## config.mk

```make
export PLATFORM = sky130hd
export DESIGN_NAME = uart_transmit
export DESIGN_NICKNAME = d
export VERILOG_FILES = /design/src/rtl/uart_transmit.sv
export SDC_FILE = /design/constraint.sdc
export NUM_CORES = 1
export LEC_CHECK = 0
export CAP_MARGIN = 20
export CORE_ASPECT_RATIO = 0.8
export CORE_MARGIN = 2
export CORE_UTILIZATION = 45
export CTS_BUF_LIST = sky130_fd_sc_hd__clkbuf_8
export CTS_CLUSTER_DIAMETER = 150
export DETAILED_ROUTE_END_ITERATION = 8
export PLACE_DENSITY_LB_ADDON = 0.1
export SYNTH_ARGS = -nofsm -noshare
export SYNTH_HDL_FRONTEND = slang
export SYNTH_SLANG_ARGS = --single-unit
```

## constraint.sdc

```tcl
create_clock -name clock -period 6.5 [get_ports clock]
set_input_delay 1.3 -clock clock [delete_from_list [all_inputs] [get_ports clock]]
set_output_delay 1.3 -clock clock [all_outputs]
set_load 0.03 [all_outputs]
```

## src/rtl/uart_transmit.sv

```systemverilog
// 8N1 UART transmitter: a small byte FIFO feeds a start/data/stop serialiser.
// Bytes leave LSB first on a registered tx line at CLK_HZ/BAUD clocks per bit.
module uart_transmit #(
    parameter int CLK_HZ     = 5_000_000,
    parameter int BAUD       = 9600,
    parameter int FIFO_DEPTH = 4
) (
    input  logic                        clock,
    input  logic                        reset,
    input  logic [7:0]                  data_in,
    input  logic                        valid,
    output logic                        ready,
    output logic                        tx,
    output logic                        busy,
    output logic                        tx_done,
    output logic [$clog2(FIFO_DEPTH):0] level
);

    localparam int BIT_CYC = CLK_HZ / BAUD;
    localparam int TMR_W   = (BIT_CYC > 1) ? $clog2(BIT_CYC) : 1;
    localparam int PTR_W   = $clog2(FIFO_DEPTH);

    localparam logic [TMR_W-1:0] TMR_LAST = TMR_W'(BIT_CYC - 1);
    localparam logic [PTR_W:0]   LVL_FULL = (PTR_W + 1)'(FIFO_DEPTH);

    localparam logic [1:0] IDLE  = 2'd0;
    localparam logic [1:0] START = 2'd1;
    localparam logic [1:0] DATA  = 2'd2;
    localparam logic [1:0] STOP  = 2'd3;

    logic [7:0]       mem [FIFO_DEPTH];
    logic [PTR_W-1:0] wrPtr_q, wrPtr_d;
    logic [PTR_W-1:0] rdPtr_q, rdPtr_d;
    logic [PTR_W:0]   level_q, level_d;

    logic [1:0]       state_q, state_d;
    logic [TMR_W-1:0] timer_q, timer_d;
    logic [2:0]       bitIdx_q, bitIdx_d;
    logic [7:0]       shift_q, shift_d;
    logic             tx_q, tx_d;
    logic             txDone_q, txDone_d;

    logic push;
    logic pop;
    logic bitEnd;
    logic canPop;

    assign ready  = (level_q != LVL_FULL);
    assign push   = valid && ready;
    assign canPop = (level_q != '0);
    assign bitEnd = (timer_q == TMR_LAST);

    // The line only ever reads the shift register, so later pushes cannot disturb a frame.
    always_comb begin
        state_d  = state_q;
        timer_d  = timer_q + TMR_W'(1);
        bitIdx_d = bitIdx_q;
        shift_d  = shift_q;
        tx_d     = tx_q;
        txDone_d = 1'b0;
        pop      = 1'b0;
        case (state_q)
            IDLE: begin
                timer_d = '0;
                tx_d    = 1'b1;
                if (canPop) begin
                    pop     = 1'b1;
                    shift_d = mem[rdPtr_q];
                    state_d = START;
                    tx_d    = 1'b0;
                end
            end
            START: begin
                if (bitEnd) begin
                    timer_d  = '0;
                    state_d  = DATA;
                    bitIdx_d = 3'd0;
                    tx_d     = shift_q[0];
                end
            end
            DATA: begin
                if (bitEnd) begin
                    timer_d = '0;
                    if (bitIdx_q == 3'd7) begin
                        state_d = STOP;
                        tx_d    = 1'b1;
                    end else begin
                        bitIdx_d = bitIdx_q + 3'd1;
                        tx_d     = shift_q[bitIdx_q + 3'd1];
                    end
                end
            end
            STOP: begin
                if (bitEnd) begin
                    timer_d  = '0;
                    txDone_d = 1'b1;
                    if (canPop) begin
                        pop     = 1'b1;
                        shift_d = mem[rdPtr_q];
                        state_d = START;
                        tx_d    = 1'b0;
                    end else begin
                        state_d = IDLE;
                        tx_d    = 1'b1;
                    end
                end
            end
            default: begin
                state_d = IDLE;
                timer_d = '0;
                tx_d    = 1'b1;
            end
        endcase
    end

    always_comb begin
        wrPtr_d = push ? wrPtr_q + PTR_W'(1) : wrPtr_q;
        rdPtr_d = pop  ? rdPtr_q + PTR_W'(1) : rdPtr_q;
        case ({push, pop})
            2'b10:   level_d = level_q + (PTR_W + 1)'(1);
            2'b01:   level_d = level_q - (PTR_W + 1)'(1);
            default: level_d = level_q;
        endcase
    end

    always_ff @(posedge clock) begin
        if (!reset && push) begin
            mem[wrPtr_q] <= data_in;
        end
    end

    always_ff @(posedge clock) begin
        if (reset) begin
            wrPtr_q  <= '0;
            rdPtr_q  <= '0;
            level_q  <= '0;
            state_q  <= IDLE;
            timer_q  <= '0;
            bitIdx_q <= 3'd0;
            shift_q  <= 8'd0;
            tx_q     <= 1'b1;
            txDone_q <= 1'b0;
        end else begin
            wrPtr_q  <= wrPtr_d;
            rdPtr_q  <= rdPtr_d;
            level_q  <= level_d;
            state_q  <= state_d;
            timer_q  <= timer_d;
            bitIdx_q <= bitIdx_d;
            shift_q  <= shift_d;
            tx_q     <= tx_d;
            txDone_q <= txDone_d;
        end
    end

    assign tx      = tx_q;
    assign tx_done = txDone_q;
    assign level   = level_q;
    assign busy    = (state_q != IDLE) || (level_q != '0);

endmodule

```

After elaboration in Yosys (flattened, before gate mapping)
Memory sizes are Yosys's and may differ from the RTL's. A register that Yosys moved wholly into a read port is not among the register bits.
Cells that the tools add are included.
{"block": "op_classes", "addsub": 6, "order_cmp": 1, "eq_ne": 14, "muxes": 33, "bitwise": 1, "reduce_logical": 16}
{"operator": "$pmux 10 s2", "n": 1}
{"operator": "$mux 8", "n": 2}
{"operator": "$pmux 8 s2", "n": 1}
{"operator": "$mux 2", "n": 7}
{"operator": "$mux 1", "n": 12}
{"operator": "$ne 2x2->1 const B", "n": 6}
{"operator": "$pmux 3 s2", "n": 2}
{"operator": "$add 10x1->10 const B", "n": 1}
{"operator": "$eq 10x10->1 const B", "n": 1}
{"operator": "$mux 10", "n": 1}
{"operator": "$mux 3", "n": 3}
{"operator": "$pmux 2 s4", "n": 1}
{"operator": "$reduce_bool 2->1", "n": 4}
{"operator": "$add 3x1->3 const B", "n": 2}
{"operator": "$eq 2x2->1 const B", "n": 3}
{"operator": "$reduce_and 5->1", "n": 1}
{"operator": "$add 2x1->2 const B", "n": 2}
{"operator": "$eq 2x1->1 const B", "n": 2}
{"operator": "$lt 3x4->1 const B", "n": 1}
{"operator": "$pmux 1 s4", "n": 1}
{"operator": "$reduce_and 4->1", "n": 1}
{"operator": "$bmux 1 s3", "n": 1}
{"operator": "$eq 3x3->1 const B", "n": 1}
{"operator": "$ne 3x3->1 const B", "n": 1}
{"operator": "other kinds (12)", "n": 13}
{"block": "totals", "register_bits": 32, "ramBits": 32, "inputBits": 11, "output_inout_bits": 7, "elab_cells": 81, "mem_count": 1}
{"memory": "mem", "words": 4, "word_bits": 8, "rd": 1, "rd_clocked_by_memory_dff": 1, "write_ports": 1, "line": "31", "text": "logic [7:0] mem [FIFO_DEPTH];"}

Depth between registers and ports, before layout
{"block": "depth", "depth_word": 6, "ltp_mapped": 10}

Least setup slack after synthesis
Ideal clock, no wire load.
{"block": "synth_timing", "path_type": "input to register", "start": "input valid", "end": "register level_q[2], in the netlist level[2]", "t_arrival_ns": 2.555, "path_slack_ns": 3.874, "path_stages": 6, "path_buffers": 0, "path_cell_list": "nand2_1 > ha_1 > fa_1 > xnor2_1 > or3_1 > a21oi_1"}
{"block": "synth_between", "elab_chain_cells": 3, "word_cells_on_any_way": 5, "classes_between": "eq/ne: 2; mux: 1; reduce/logical: 2"}
{"element": "from (decl)", "line": "11", "text": "input logic valid,"}
{"element": "$logic_and 1x1->1 (*)", "line": "49", "text": "assign push = valid && ready;"}
{"element": "$eq 2x1->1 or $eq 2x2->1 (tied branches)", "line": "119", "text": "case ({push, pop})"}
{"element": "$pmux 3 s2 or $reduce_bool 2->1 (tied branches)"}
{"element": "to (signal assigned)", "line": "146", "text": "level_q <= level_d;"}
{"element": "to (decl)", "line": "34", "text": "logic [PTR_W:0] level_q, level_d;"}
Every way passes the cells marked *; elsewhere a longest branch is shown, timed or not.
A chain may end at the register's enable or synchronous reset.

Worst setup path in the final report
{"block": "layout_timing", "start": "register state_q[1]", "end": "output busy"}
{"block": "layout_between", "elab_chain_cells": 2}
{"element": "from (decl)", "line": "36", "text": "logic [1:0] state_q, state_d;"}
{"element": "from (signal assigned)", "line": "147", "text": "state_q <= state_d;"}
{"element": "$reduce_bool 2->1", "line": "159", "text": "assign busy = (state_q != IDLE) || (level_q != '0);"}
{"element": "$logic_or 1x1->1", "line": "159"}
{"element": "to (decl)", "line": "14", "text": "output logic busy,"}
Every way passes these cells.

==> results.py <==
metrics = {
    "status": {
        "status": "finished clean",
    },
    "layout": {
        "final_cell_mix": "34 x dfxtp_1, 32 x edfxtp_1, 20 x a21oi_1",
        "fin_util": 0.527,
        "fillers": 570,
        "final_common_cell": "dfxtp_1",
        "n_antenna_cell": 0,
        "final_nets": 282,
        "area_delta_synth_final_pct": 14.2,
        "drive_above_1_share": 0.126,
    },
    "floorplanning": {
        "die_w_um": 94.1,
        "coreArea_um2": 6340,
        "rows": 26,
        "io_pins": 18,
        "initial_core_util": 0.461,
        "die_h_um": 76.1,
        "dieArea_um2": 7170,
    },
    "clock_network": {
        "post_cts_buffers": 0,
        "cts_sinks": 66,
        "cts-htree-levels": 3,
        "clock_latency_ns": 0.35,
        "cts_buffers": 9,
        "post_cts_resize_count": 0,
        "ctsHoldBuffers": 0,
        "path_clk_slew_ns": 0.07,
        "root_buffer": "clkbuf_8",
        "cts_buffer_depth": 2,
        "cts_tree": "yes",
    },
    "drt": {
        "vias": 1860,
        "antenna_left": 0,
        "drtPass1Iterations": 4,
        "post-route-drc-count": 0,
        "viasPerCell": 5.38,
        "drt_iter0_markers": 107,
        "wl_um": 5380,
        "wl_per_cell_um": 15.6,
    },
    "timing": {
        "final.setup.worst_slack_ns": 3.34,
        "rsz0062_at_grt": "no",
        "setup_violations": 0,
        "slew_headroom": 0.591,
        "min_period_over_period": 0.486,
        "worst_pin_slew_ns": 0.612,
        "fin_crit_ns": 3.16,
        "timing.fmax_ghz": 0.316,
        "fin_skew_ns": 0.00434,
        "hold_ws_ns": 0.460,
        "finalMaxSlewViolations": 0,
        "tns_ns": 0,
        "hold_viol_final": 0,
    },
    "logic_synthesis": {
        "seq_area_frac_synth": 0.561,
        "ys_seq_elements": 66,
        "ys_warn_count": 0,
        "syn_area_per_cell_um2": 12.3,
        "synth_cells": 238,
        "synth_edf_count": 32,
        "synthArstFlopShare": 0,
        "synth_area_um2": 2930,
        "ys.flop_type": "dfxtp_1",
        "synth_nets": 263,
        "yosysUniqueCellTypes": 45,
    },
    "pwr": {
        "power_per_cell_area_nw_per_um2": 388,
        "fin_total_pwr_mw": 1.30,
        "p_leak_nw": 1.10,
        "ir_drop_v": 0.000216,
    },
    "critical_path": {
        "critical_path_class": "register to output port",
        "crit_slowest_cell": "clkdlybuf4s50_1",
        "cp_data_required_time_ns": 5.20,
        "worstReg2RegStart": "level[0]",
        "rrSetupSlack_ns": 3.90,
        "start_kind": "register",
        "crit_arrival_ns": 1.86,
        "max_stage_delay_ns": 0.66,
        "crit_fanout": 4,
        "path_cells": "inv_1, ha_1, nand2_1, clkdlybuf4s50_1",
        "end_kind": "output port",
        "worstReg2RegEnd": "level[2]",
        "crit_start": "state_q[1]",
        "r2r_cells": 8,
    },
    "global_route": {
        "grt_usage": 0.173,
        "grtUsageMet3": 0.0584,
        "globalRouteMet2Util": 0.209,
        "antenna_found_initial": 0,
        "top_usage_layer": "met1",
        "grt_max_degree": 29,
        "grt_overflow": 0,
        "use_met1": 0.275,
        "grt_pass1_wl_um": 9190,
        "grt_pass1_vias": 1789,
    },
    "hold_path": {
        "worstHoldStart": "bitIdx_q[2]",
        "hold_path_depth": 2,
        "holdPathEnd": "bitIdx_q[2]",
        "hp-class": "register to register",
    },
    "placed_design": {
        "dp_worst_setup_slack_ns": 3.31,
        "dp_hpwl_um": 3980,
        "io_buffers": 17,
        "place_congestion": 0.756,
    },
    "job": {
        "cap_violations": 0,
    },
}
area by class of cell:
type / count / area (um^2) / share of cell area
clock buffers: 9 / 124 / 0.0371
clock inverters: 7 / 52.6 / 0.0157
inverters: 6 / 22.5 / 0.00674
repair buffers: 19 / 185 / 0.0554
multi-input cells: 155 / 1210 / 0.362
flip-flops and latches: 66 / 1640 / 0.491
well taps: 84 / 105 / 0.0314
per-layer routing:
metal | vias to the layer above | routed length, um
met5 | - | 0
met4 | 0 | 100
met3 | 12 | 332
met2 | 39 | 2040
met1 | 885 | 2910
li1 | 924 | -
through the flow:
step	instances	area, um^2
floorplan	238	2930
global placement	330	3170
detailed placement	330	3170
CTS	346	3340
global route	346	3340
finish	346	3340
power breakdown:
group / internal (mW) / leakage, nW / total (mW) / switching, mW
sequential: 0.500 / 0.567 / 0.549 / 0.0490
clock: 0.140 / 0.0799 / 0.304 / 0.164
combinational: 0.191 / 0.453 / 0.442 / 0.251
total: 0.830 / 1.10 / 1.30 / 0.465
flip-flops by register name, indices dropped and copies added (netlist names), named ones only:
| signal | count |
|---|---|
| mem | 32 |
| timer_q | 10 |
| shift_q | 8 |
| bitIdx_q | 3 |
| level | 3 |
| rdPtr_q | 2 |
| state_q | 2 |
| wrPtr_q | 2 |
| tx | 1 |
| tx_done | 1 |
kinds of logic after synthesis:
kind of cell / synth area share
fa+ha+maj: 0.0624
xor+xnor: 0.0269
compound gates: 0.100
buf+inv: 0.0248
mux: 0.0838
flops: 0.561
simple gates: 0.141
cells in the mapped netlist (2+ instances only):
master | count | share of area
nor3_1 | 5 | 0.0086
a31o_2 | 2 | 0.0060
xnor2_1 | 6 | 0.018
o21ai_0 | 3 | 0.0051
ha_1 | 13 | 0.056
nand2b_1 | 2 | 0.0043
o211ai_1 | 9 | 0.023
mux4_2 | 10 | 0.077
and2_1 | 4 | 0.0086
edfxtp_1 | 32 | 0.33
xor2_1 | 3 | 0.0090
or3_1 | 6 | 0.013
a21oi_1 | 20 | 0.034
nor2b_1 | 5 | 0.011
nand4_1 | 2 | 0.0043
dfxtp_1 | 34 | 0.23
buf_1 | 2 | 0.0026
buf_2 | 3 | 0.0051
mux2i_1 | 2 | 0.0068
nand2_1 | 14 | 0.018
nor2_1 | 14 | 0.018
or2_0 | 2 | 0.0043
clkbuf_1 | 4 | 0.0051
nand3_1 | 15 | 0.026
inv_1 | 6 | 0.0077
worst max path at each step:
stage | to | cells after the start
after global routing | busy | 4
after global placement | level[2] | 7
final | busy | 4
after CTS | busy | 4
after detailed placement | level[2] | 7
after floorplan | level[2] | 6
worst max-delay path, delay by kind of cell (launching register included):
kind,cells,cell delay (ns)
buffers and inverters,2,0.77
adder cells (fa/ha/maj),1,0.27
AND/OR/NAND/NOR,1,0.09
flip-flops,1,0.39
No activity file was read; power rests on OpenSTA's default activity.
